$ cat src/rtl/mem_arb_pkg.sv
// Shared types and widths for the unified-memory arbiter.
package mem_arb_pkg;

    localparam int CNT_W = 4;

    typedef enum logic [1:0] {IDLE, ISSUE, WAIT} state_t;
    typedef enum logic {OWN_I, OWN_D} owner_t;

endpackage

$ cat src/rtl/mem_arb_pick.sv
// Winner selection between fetch and data requests, with a starvation counter
// that forces a fetch grant after STARVE_MAX data grants made while fetch waits.
module mem_arb_pick
    import mem_arb_pkg::*;
#(
    parameter int STARVE_MAX = 4
)
(
    input  logic             clk,
    input  logic             reset,
    input  logic             i_req,
    input  logic             d_req,
    input  logic             grant_strobe,
    output logic             winner,
    output logic [CNT_W-1:0] starve_cnt
);

    owner_t win;
    logic   starved;

    assign starved = (starve_cnt == CNT_W'(STARVE_MAX));

    always_comb begin
        win = OWN_I;
        if (d_req && !(i_req && starved)) begin
            win = OWN_D;
        end
    end

    assign winner = win;

    always_ff @(posedge clk) begin
        if (reset) begin
            starve_cnt <= '0;
        end else if (grant_strobe) begin
            if (win == OWN_I) begin
                starve_cnt <= '0;
            end else if (i_req && !starved) begin
                starve_cnt <= starve_cnt + CNT_W'(1);
            end
        end
    end

endmodule

$ cat src/rtl/mem_arbiter.sv
// Single-port memory arbiter between instruction fetch and data ports:
// one access at a time, fixed read latency, one-cycle ready pulse per request.
module mem_arbiter
    import mem_arb_pkg::*;
#(
    parameter int DATA_W     = 32,
    parameter int ADDR_W     = 32,
    parameter int LAT        = 1,
    parameter int STARVE_MAX = 4
)
(
    input  logic              clk,
    input  logic              reset,
    input  logic              i_req,
    input  logic [ADDR_W-1:0] i_addr,
    output logic [DATA_W-1:0] i_rdata,
    output logic              i_ready,
    input  logic              d_req,
    input  logic              d_we,
    input  logic [ADDR_W-1:0] d_addr,
    input  logic [DATA_W-1:0] d_wdata,
    output logic [DATA_W-1:0] d_rdata,
    output logic              d_ready,
    output logic              mem_en,
    output logic              mem_we,
    output logic [ADDR_W-1:0] mem_addr,
    output logic [DATA_W-1:0] mem_wdata,
    input  logic [DATA_W-1:0] mem_rdata
);

    state_t            state;
    owner_t            owner;
    logic [CNT_W-1:0]  wait_cnt;
    logic [CNT_W-1:0]  starve_cnt_unused;
    logic [DATA_W-1:0] i_hold;
    logic [DATA_W-1:0] d_hold;
    logic              winner;
    logic              grant;
    logic              done;
    logic              rd_done;

    assign grant = (state == IDLE) && (i_req || d_req);

    mem_arb_pick #(
        .STARVE_MAX(STARVE_MAX)
    ) u_pick (
        .clk         (clk),
        .reset       (reset),
        .i_req       (i_req),
        .d_req       (d_req),
        .grant_strobe(grant),
        .winner      (winner),
        .starve_cnt  (starve_cnt_unused)
    );

    // Writes reuse WAIT with a zero count as their single completion cycle.
    assign done    = (state == WAIT) && (wait_cnt == '0);
    assign rd_done = done && !mem_we;
    assign i_ready = done && (owner == OWN_I);
    assign d_ready = done && (owner == OWN_D);
    assign i_rdata = (rd_done && owner == OWN_I) ? mem_rdata : i_hold;
    assign d_rdata = (rd_done && owner == OWN_D) ? mem_rdata : d_hold;

    always_ff @(posedge clk) begin
        if (reset) begin
            state     <= IDLE;
            owner     <= OWN_I;
            mem_en    <= 1'b0;
            mem_we    <= 1'b0;
            mem_addr  <= '0;
            mem_wdata <= '0;
            wait_cnt  <= '0;
            i_hold    <= '0;
            d_hold    <= '0;
        end else begin
            case (state)
                IDLE: begin
                    if (grant) begin
                        owner  <= owner_t'(winner);
                        mem_en <= 1'b1;
                        state  <= ISSUE;
                        if (owner_t'(winner) == OWN_D) begin
                            mem_we    <= d_we;
                            mem_addr  <= d_addr;
                            mem_wdata <= d_wdata;
                        end else begin
                            mem_we    <= 1'b0;
                            mem_addr  <= i_addr;
                            mem_wdata <= '0;
                        end
                    end
                end
                ISSUE: begin
                    mem_en   <= 1'b0;
                    wait_cnt <= mem_we ? '0 : CNT_W'(LAT - 1);
                    state    <= WAIT;
                end
                WAIT: begin
                    if (wait_cnt == '0) begin
                        state <= IDLE;
                        if (!mem_we) begin
                            if (owner == OWN_I) begin
                                i_hold <= mem_rdata;
                            end else begin
                                d_hold <= mem_rdata;
                            end
                        end
                    end else begin
                        wait_cnt <= wait_cnt - CNT_W'(1);
                    end
                end
                default: state <= IDLE;
            endcase
        end
    end

endmodule

$ cat config.mk
export PLATFORM = sky130hd
export DESIGN_NAME = mem_arbiter
export DESIGN_NICKNAME = d
export VERILOG_FILES = /design/src/rtl/mem_arb_pkg.sv /design/src/rtl/mem_arb_pick.sv /design/src/rtl/mem_arbiter.sv
export SDC_FILE = /design/constraint.sdc
export NUM_CORES = 1
export LEC_CHECK = 0
export ABC_AREA = 1
export CAP_MARGIN = 20
export CORE_UTILIZATION = 40
export DETAILED_ROUTE_END_ITERATION = 10
export GPL_TIMING_DRIVEN = 0
export PLACE_DENSITY = 0.8
export SYNTH_ARGS = -nofsm -noshare
export SYNTH_HDL_FRONTEND = slang
export SYNTH_HIERARCHICAL = 1
export SYNTH_SLANG_ARGS = --single-unit
$ cat constraint.sdc
create_clock -name clk -period 2.8 [get_ports clk]
set_clock_uncertainty 0.15 [all_clocks]
set_input_delay 0.28 -clock clk [delete_from_list [all_inputs] [get_ports clk]]
set_output_delay 0.28 -clock clk [all_outputs]
set_load 0.01 [all_outputs]
==> flow_metrics.py, run 1 <==
metrics = {
    "global_route": {
        "gr-usage-all-layers_pct": 25.3,
        "largest_net_degree_at_the_start_of_global_routing": 17,
        "first_pass_grt_wire_length_um": 29000,
        "via_count_of_the_first_global_routing_pass": 5826,
        "antenna_found_initial": 1,
        "globalRoute.totalOverflow": 0,
    },
    "min_path": {
        "worstHoldPathCells": 3,
        "hold_path_startpoint": "d_wdata[13]",
        "worstHoldPathType": "in2reg",
    },
    "clock_network": {
        "clock_latency_ns": 0.41,
        "cts.root.buffer_cell": "clkbuf_16",
        "tritoncts.num_buffers": 17,
        "clkSinkCount": 141,
        "cts_max_path_buffers": 2,
        "htree_num_levels": 4,
        "clkTransAtPathRegs_ns": 0.06,
        "hold_buffers": 0,
        "tritoncts": "built",
    },
    "route": {
        "via_count": 6417,
        "post-route-drc-count": 0,
        "totalWireLength_um": 19100,
        "detail_routed_net_length_per_standard_cell_um": 14.6,
        "routed_via_density": 4.91,
        "drt-initial-drc-count": 406,
        "antenna_violating_nets_post_route": 0,
        "drtPass1Iterations": 7,
    },
    "placed_design": {
        "buffers_added_on_ports": 264,
        "globalplace.congestion": 0.879,
        "dp_hpwl_um": 14500,
    },
    "timing": {
        "setup_viol": 0,
        "final_hold_viol_count": 0,
        "max_freq_mhz": 372,
        "finalCritPeriodShare_pct": 96.1,
        "hold_slack_ns": 0.270,
        "period_needed_ns": 2.69,
        "max_slew_margin_pct": 60.1,
        "finalMaxSlewViolations": 0,
        "tightest_slew_ns": 0.599,
        "fin_tns_setup_ns": 0,
        "grt_setup_unrepaired": "true",
    },
    "setup_path": {
        "timing.setup.critical_path_class": "reg2out",
        "worst_setup_path_end_kind": "primary output",
        "required_ns": 2.37,
        "critPathMaxFanout": 10,
        "crit_path_start_kind": "flip-flop",
        "rr_startpoint": "u_pick/starve_cnt[0]",
        "critPathLaunch": "wait_cnt[0]",
        "rr_worst_depth": 14,
        "signal_arrival_time_at_the_worst_endpoint_ns": 2.26,
    },
    "synth": {
        "syn-cell-area_um2": 5860,
        "postSynthRegisterBits": 141,
        "synth.most_common_cell": "nand2_1",
        "yosysTopAreaCell": "dfxtp_1",
        "post_synth_num_cell_types": 26,
        "synth_fp_nets": 967,
        "synth_enable_flop_cells": 0,
        "synth_flop_cell": "dfxtp_1",
        "synth_top_area_share_pct": 48.2,
        "synth.cells.most_frequent": "nand2_1 (312), dfxtp_1 (141), a21oi_1 (103), nor2_1 (78), o21ai_0 (64)",
        "netlist_instances": 831,
        "mean_area_per_synthesized_cell_um2": 7.05,
        "synth_seq_area_share_pct": 48.2,
        "synthTopCellsByArea": "dfxtp_1 (48%), nand2_1 (20%), a21oi_1 (8.8%)",
        "synthArstFlopShare_pct": 0,
        "number_of_warning_messages_in_the_yosys_log": 6,
    },
    "status": {
        "outcome": "completed",
    },
    "die": {
        "dieHeight_um": 123,
        "design.die.area_um2": 15100,
        "io_pins": 265,
        "initial_utilization_pct": 41.6,
        "core_rows": 43,
        "placeableCoreArea_um2": 14100,
        "die_w_um": 123,
    },
    "flow_run": {
        "max_cap_violations": 0,
    },
    "layout": {
        "fraction_of_final_layout_cells_with_drive_strength_greater_than_1_pct": 7.10,
        "area.growth.synth_to_final_pct": 60.5,
        "design.final.nets": 1251,
    },
    "power_and_ir_drop": {
        "power.ir.vdd_worst_mv": 0.449,
        "power_leakage_nw": 4.18,
        "cellPowerDensity_nw_per_um2": 583,
    },
}
## repair_timing
item                       in CTS  in global routing
buffers inserted                0                  1
hold endpoints to repair        0                  0
setup endpoints to repair      60                 63
resized for setup              11                 32
pin swaps                       0                  1
## kinds of logic (layout without fill, tap and decap cells)
| group | Yosys count | after routing | share of synthesized area, % |
|---|---|---|---|
| AND/OR/NAND/NOR | 443 | 443 | 30.9 |
| buffers and inverters | 73 | 369 | 5.47 |
| AO/OA/AOI/OAI | 171 | 171 | 14.8 |
| other | 0 | 1 | 0 |
| flip-flops | 141 | 141 | 48.2 |
| adder cells (fa/ha/maj) | 3 | 3 | 0.641 |
## per-layer routing
| metal | vias up | track usage, % | wire (um) |
|---|---|---|---|
| met5 | - | 0 | 0 |
| met4 | 0 | 11.1 | 469 |
| met3 | 32 | 7.93 | 1630 |
| met2 | 269 | 45.7 | 9700 |
| met1 | 2839 | 27.0 | 7270 |
| li1 | 3277 | - | - |
## flip-flops by register name (all words and copies together) (netlist names)
register / flops
mem_addr: 32
wait_cnt: 4
i_hold: 32
u_pick/starve_cnt: 4
owner: 1
state: 2
mem_we: 1
mem_en: 1
mem_wdata: 32
d_hold: 32
## layout by cell type, fill, tap and decap left out, drive strengths merged
cell type	instances
a21boi	1
clkinvlp	1
a21oi	103
or2	2
dlymetal6s2s	10
nor2	83
o21bai	1
ha	3
o21a	1
dfxtp	141
clkdlybuf4s50	254
nor3	1
bufinv	2
nand2	317
buf	23
clkinv	7
nand3	8
diode	1
o21ai	65
inv	19
nand4	32
clkbuf	53
## stage by stage
step                      cells  utilization (%)  instance area, um^2  setup slack (ns)  power, mW
after floorplan             831                -                 5860             0.956       2.74
after global placement     1275             61.9                 8730             0.313       3.34
after detailed placement   1275             61.9                 8730             0.320       3.35
after CTS                  1306             66.0                 9310            0.0101       5.49
after global routing       1308             66.7                 9400           -0.0197       5.73
final                      1308             66.7                 9400             0.109       5.49
## critical path, stage by stage, from the launching register on
cell and delay [ns]:
dfxtp_1 0.32, inv_1 0.12, ha_4 0.18, nand3_4 0.12
nor2_4 0.23, buf_6 0.17, nand2_1 0.08, nand2_1 0.10
clkdlybuf4s50_1 0.54
## final timing paths
kind                    to  slack (ns)
max             i_rdata[2]        0.11
min          mem_wdata[13]        0.27
max reg2reg    mem_addr[2]        0.56
min reg2reg    wait_cnt[0]        0.31
## where the power goes
| group | total (mW) | switching (mW) | internal (mW) |
|---|---|---|---|
| clock | 2.14 | 0.840 | 1.30 |
| sequential | 2.19 | 0.0625 | 2.13 |
| combinational | 1.16 | 0.596 | 0.561 |
| total | 5.49 | 1.50 | 3.99 |
## area by class of cell
class | instances | area [um^2]
Inverter | 18 | 70.1
Multi-Input combinational cell | 617 | 2760
Clock inverter | 11 | 119
Clock buffer | 20 | 437
Timing Repair Buffer | 265 | 2680
Tap cell | 180 | 225
Sequential cell | 141 | 2820
Buffer | 55 | 290
Antenna cell | 1 | 2.50
Fill cell | 1247 | 4690
Note: power is estimated with default switching activity, not from simulation.
==> run 2: changes to the inputs <==
Settings changed: CORE_ASPECT_RATIO set to 2.
==> run 2 against run 1 <==
- total power up 2.9%
- non-clock buffer count did not move
- critical path type unchanged
- sequential power about the same
- largest cell class unchanged
- first-iteration DRC count fell by 46%
- global-route usage is 0.47 points lower
==> flow_metrics.py, run 2 (synthesis results as in run 1) <==
metrics = {
    "route": {
        "detail_routed_net_length_per_standard_cell_um": 14.1,
        "post-route-drc-count": 0,
        "totalWireLength_um": 18500,
        "antenna_violating_nets_post_route": 0,
        "drt-initial-drc-count": 219,
        "via_count": 6387,
        "drtPass1Iterations": 4,
        "routed_via_density": 4.84,
    },
    "clock_network": {
        "tritoncts.num_buffers": 17,
        "htree_num_levels": 4,
        "tritoncts": "built",
        "cts_max_path_buffers": 2,
        "clock_latency_ns": 0.40,
        "cts.root.buffer_cell": "clkbuf_16",
        "hold_buffers": 0,
        "clkTransAtPathRegs_ns": 0.06,
        "clkSinkCount": 141,
    },
    "setup_path": {
        "worst_setup_path_end_kind": "primary output",
        "signal_arrival_time_at_the_worst_endpoint_ns": 2.28,
        "timing.rr.end": "mem_addr[9]",
        "register_to_register_setup_slack_ns": 0.53,
        "timing.setup.critical_path_class": "reg2out",
        "rr_worst_depth": 14,
        "rr_startpoint": "u_pick/starve_cnt[0]",
        "crit_path_start_kind": "flip-flop",
        "critPathCapture": "i_rdata[17]",
        "required_ns": 2.37,
        "critPathLaunch": "wait_cnt[0]",
        "critPathMaxFanout": 10,
    },
    "power_and_ir_drop": {
        "power_leakage_nw": 4.05,
        "power.ir.vdd_worst_mv": 0.413,
        "finalPower_mw": 5.65,
        "cellPowerDensity_nw_per_um2": 599,
    },
    "timing": {
        "max_slew_margin_pct": 59.8,
        "tightest_slew_ns": 0.603,
        "finalMaxSlewViolations": 0,
        "finalCritPeriodShare_pct": 96.7,
        "setup_viol": 0,
        "period_needed_ns": 2.71,
        "hold_slack_ns": 0.275,
        "final_hold_viol_count": 0,
        "post-route-worst-setup-slack_ns": 0.0924,
        "fin_tns_setup_ns": 0,
        "grt_setup_unrepaired": "true",
        "max_freq_mhz": 369,
    },
    "layout": {
        "n_fill_cell": 1241,
        "ff_latch_area_um2": 2820,
        "n_antenna_cell": 0,
        "area.growth.synth_to_final_pct": 60.9,
        "design.final.nets": 1251,
        "layout_common_cells": "nand2_1 (312), clkdlybuf4s50_1 (263), dfxtp_1 (141)",
        "fraction_of_final_layout_cells_with_drive_strength_greater_than_1_pct": 7.36,
        "mostFrequentLayoutCell": "nand2_1",
        "multi_input_comb_area_um2": 2750,
    },
    "placed_design": {
        "placement.setup.worst_slack_ns": 0.203,
        "globalplace.congestion": 0.828,
        "buffers_added_on_ports": 264,
        "dp_hpwl_um": 14500,
    },
    "die": {
        "initial_utilization_pct": 40.8,
        "core_rows": 62,
        "io_pins": 265,
        "dieHeight_um": 173,
        "die_w_um": 87.6,
        "design.die.area_um2": 15200,
        "placeableCoreArea_um2": 14400,
    },
    "min_path": {
        "worstHoldPathType": "in2reg",
        "hold_path_startpoint": "d_wdata[4]",
    },
    "global_route": {
        "first_pass_grt_wire_length_um": 29400,
        "gr-usage-all-layers_pct": 24.9,
        "largest_net_degree_at_the_start_of_global_routing": 17,
        "via_count_of_the_first_global_routing_pass": 6286,
        "antenna_found_initial": 0,
        "globalRoute.totalOverflow": 0,
    },
    "status": {
        "outcome": "completed",
    },
    "flow_run": {
        "max_cap_violations": 0,
    },
}
-- run 2: metal layers --
layer  track usage [%]  part of all wire [%]  up-vias  routed length, um
li1                  -                     -     3271                  -
met1              22.3                    34     2851               6380
met2              49.2                    57      226              10500
met3              6.44                   5.3       39                985
met4              10.9                   3.3        0                617
met5                 0                     0        -                  0
-- run 2: layout make-up --
type | instances | area share [%]
inverter | 18 | 0.717
multi-input combinational | 617 | 29.1
sequential | 141 | 29.9
buffer | 55 | 3.13
clock inverter | 13 | 1.74
timing repair buffer | 265 | 28.1
clock buffer | 18 | 4.66
tap | 192 | 2.55
-- run 2: critical path: stages, from the launching register on --
cell,delay (ns)
dfxtp_1,0.33
inv_1,0.13
ha_4,0.18
nand3_4,0.13
nor2_4,0.17
buf_4,0.21
nand2_1,0.09
nand2_1,0.10
clkdlybuf4s50_1,0.54
-- run 2: power breakdown --
part	leakage [nW]	total, mW	internal, mW	switching [mW]
clock network	0.293	2.31	1.43	0.881
logic	2.60	1.15	0.560	0.592
registers	1.15	2.19	2.13	0.0602
total	4.05	5.65	4.11	1.53
-- run 2: how the worst min path moves through the flow --
stage / endpoint / slack (ns) / cells after the start
floorplan: mem_wdata[13] / 0.27 / 2
global placement: wait_cnt[0] / 0.29 / 1
detailed placement: mem_wdata[20] / 0.30 / 2
CTS: mem_wdata[8] / 0.26 / 3
global route: mem_wdata[20] / 0.28 / 3
finish: mem_wdata[4] / 0.27 / 3
-- run 2: metrics by stage --
stage,util (%),cell area (um^2),std cells
2_1_floorplan,-,5860,831
3_3_place_gp,60.9,8740,1287
3_5_place_dp,60.9,8740,1287
4_1_cts,65.4,9380,1318
5_1_grt,65.7,9430,1319
6_report,65.7,9430,1319
-- run 2: repair_timing --
action,in CTS,in global routing
hold endpoints to repair,0,0
setup endpoints to repair,60,59
gates resized for setup,14,22
buffers inserted,0,1
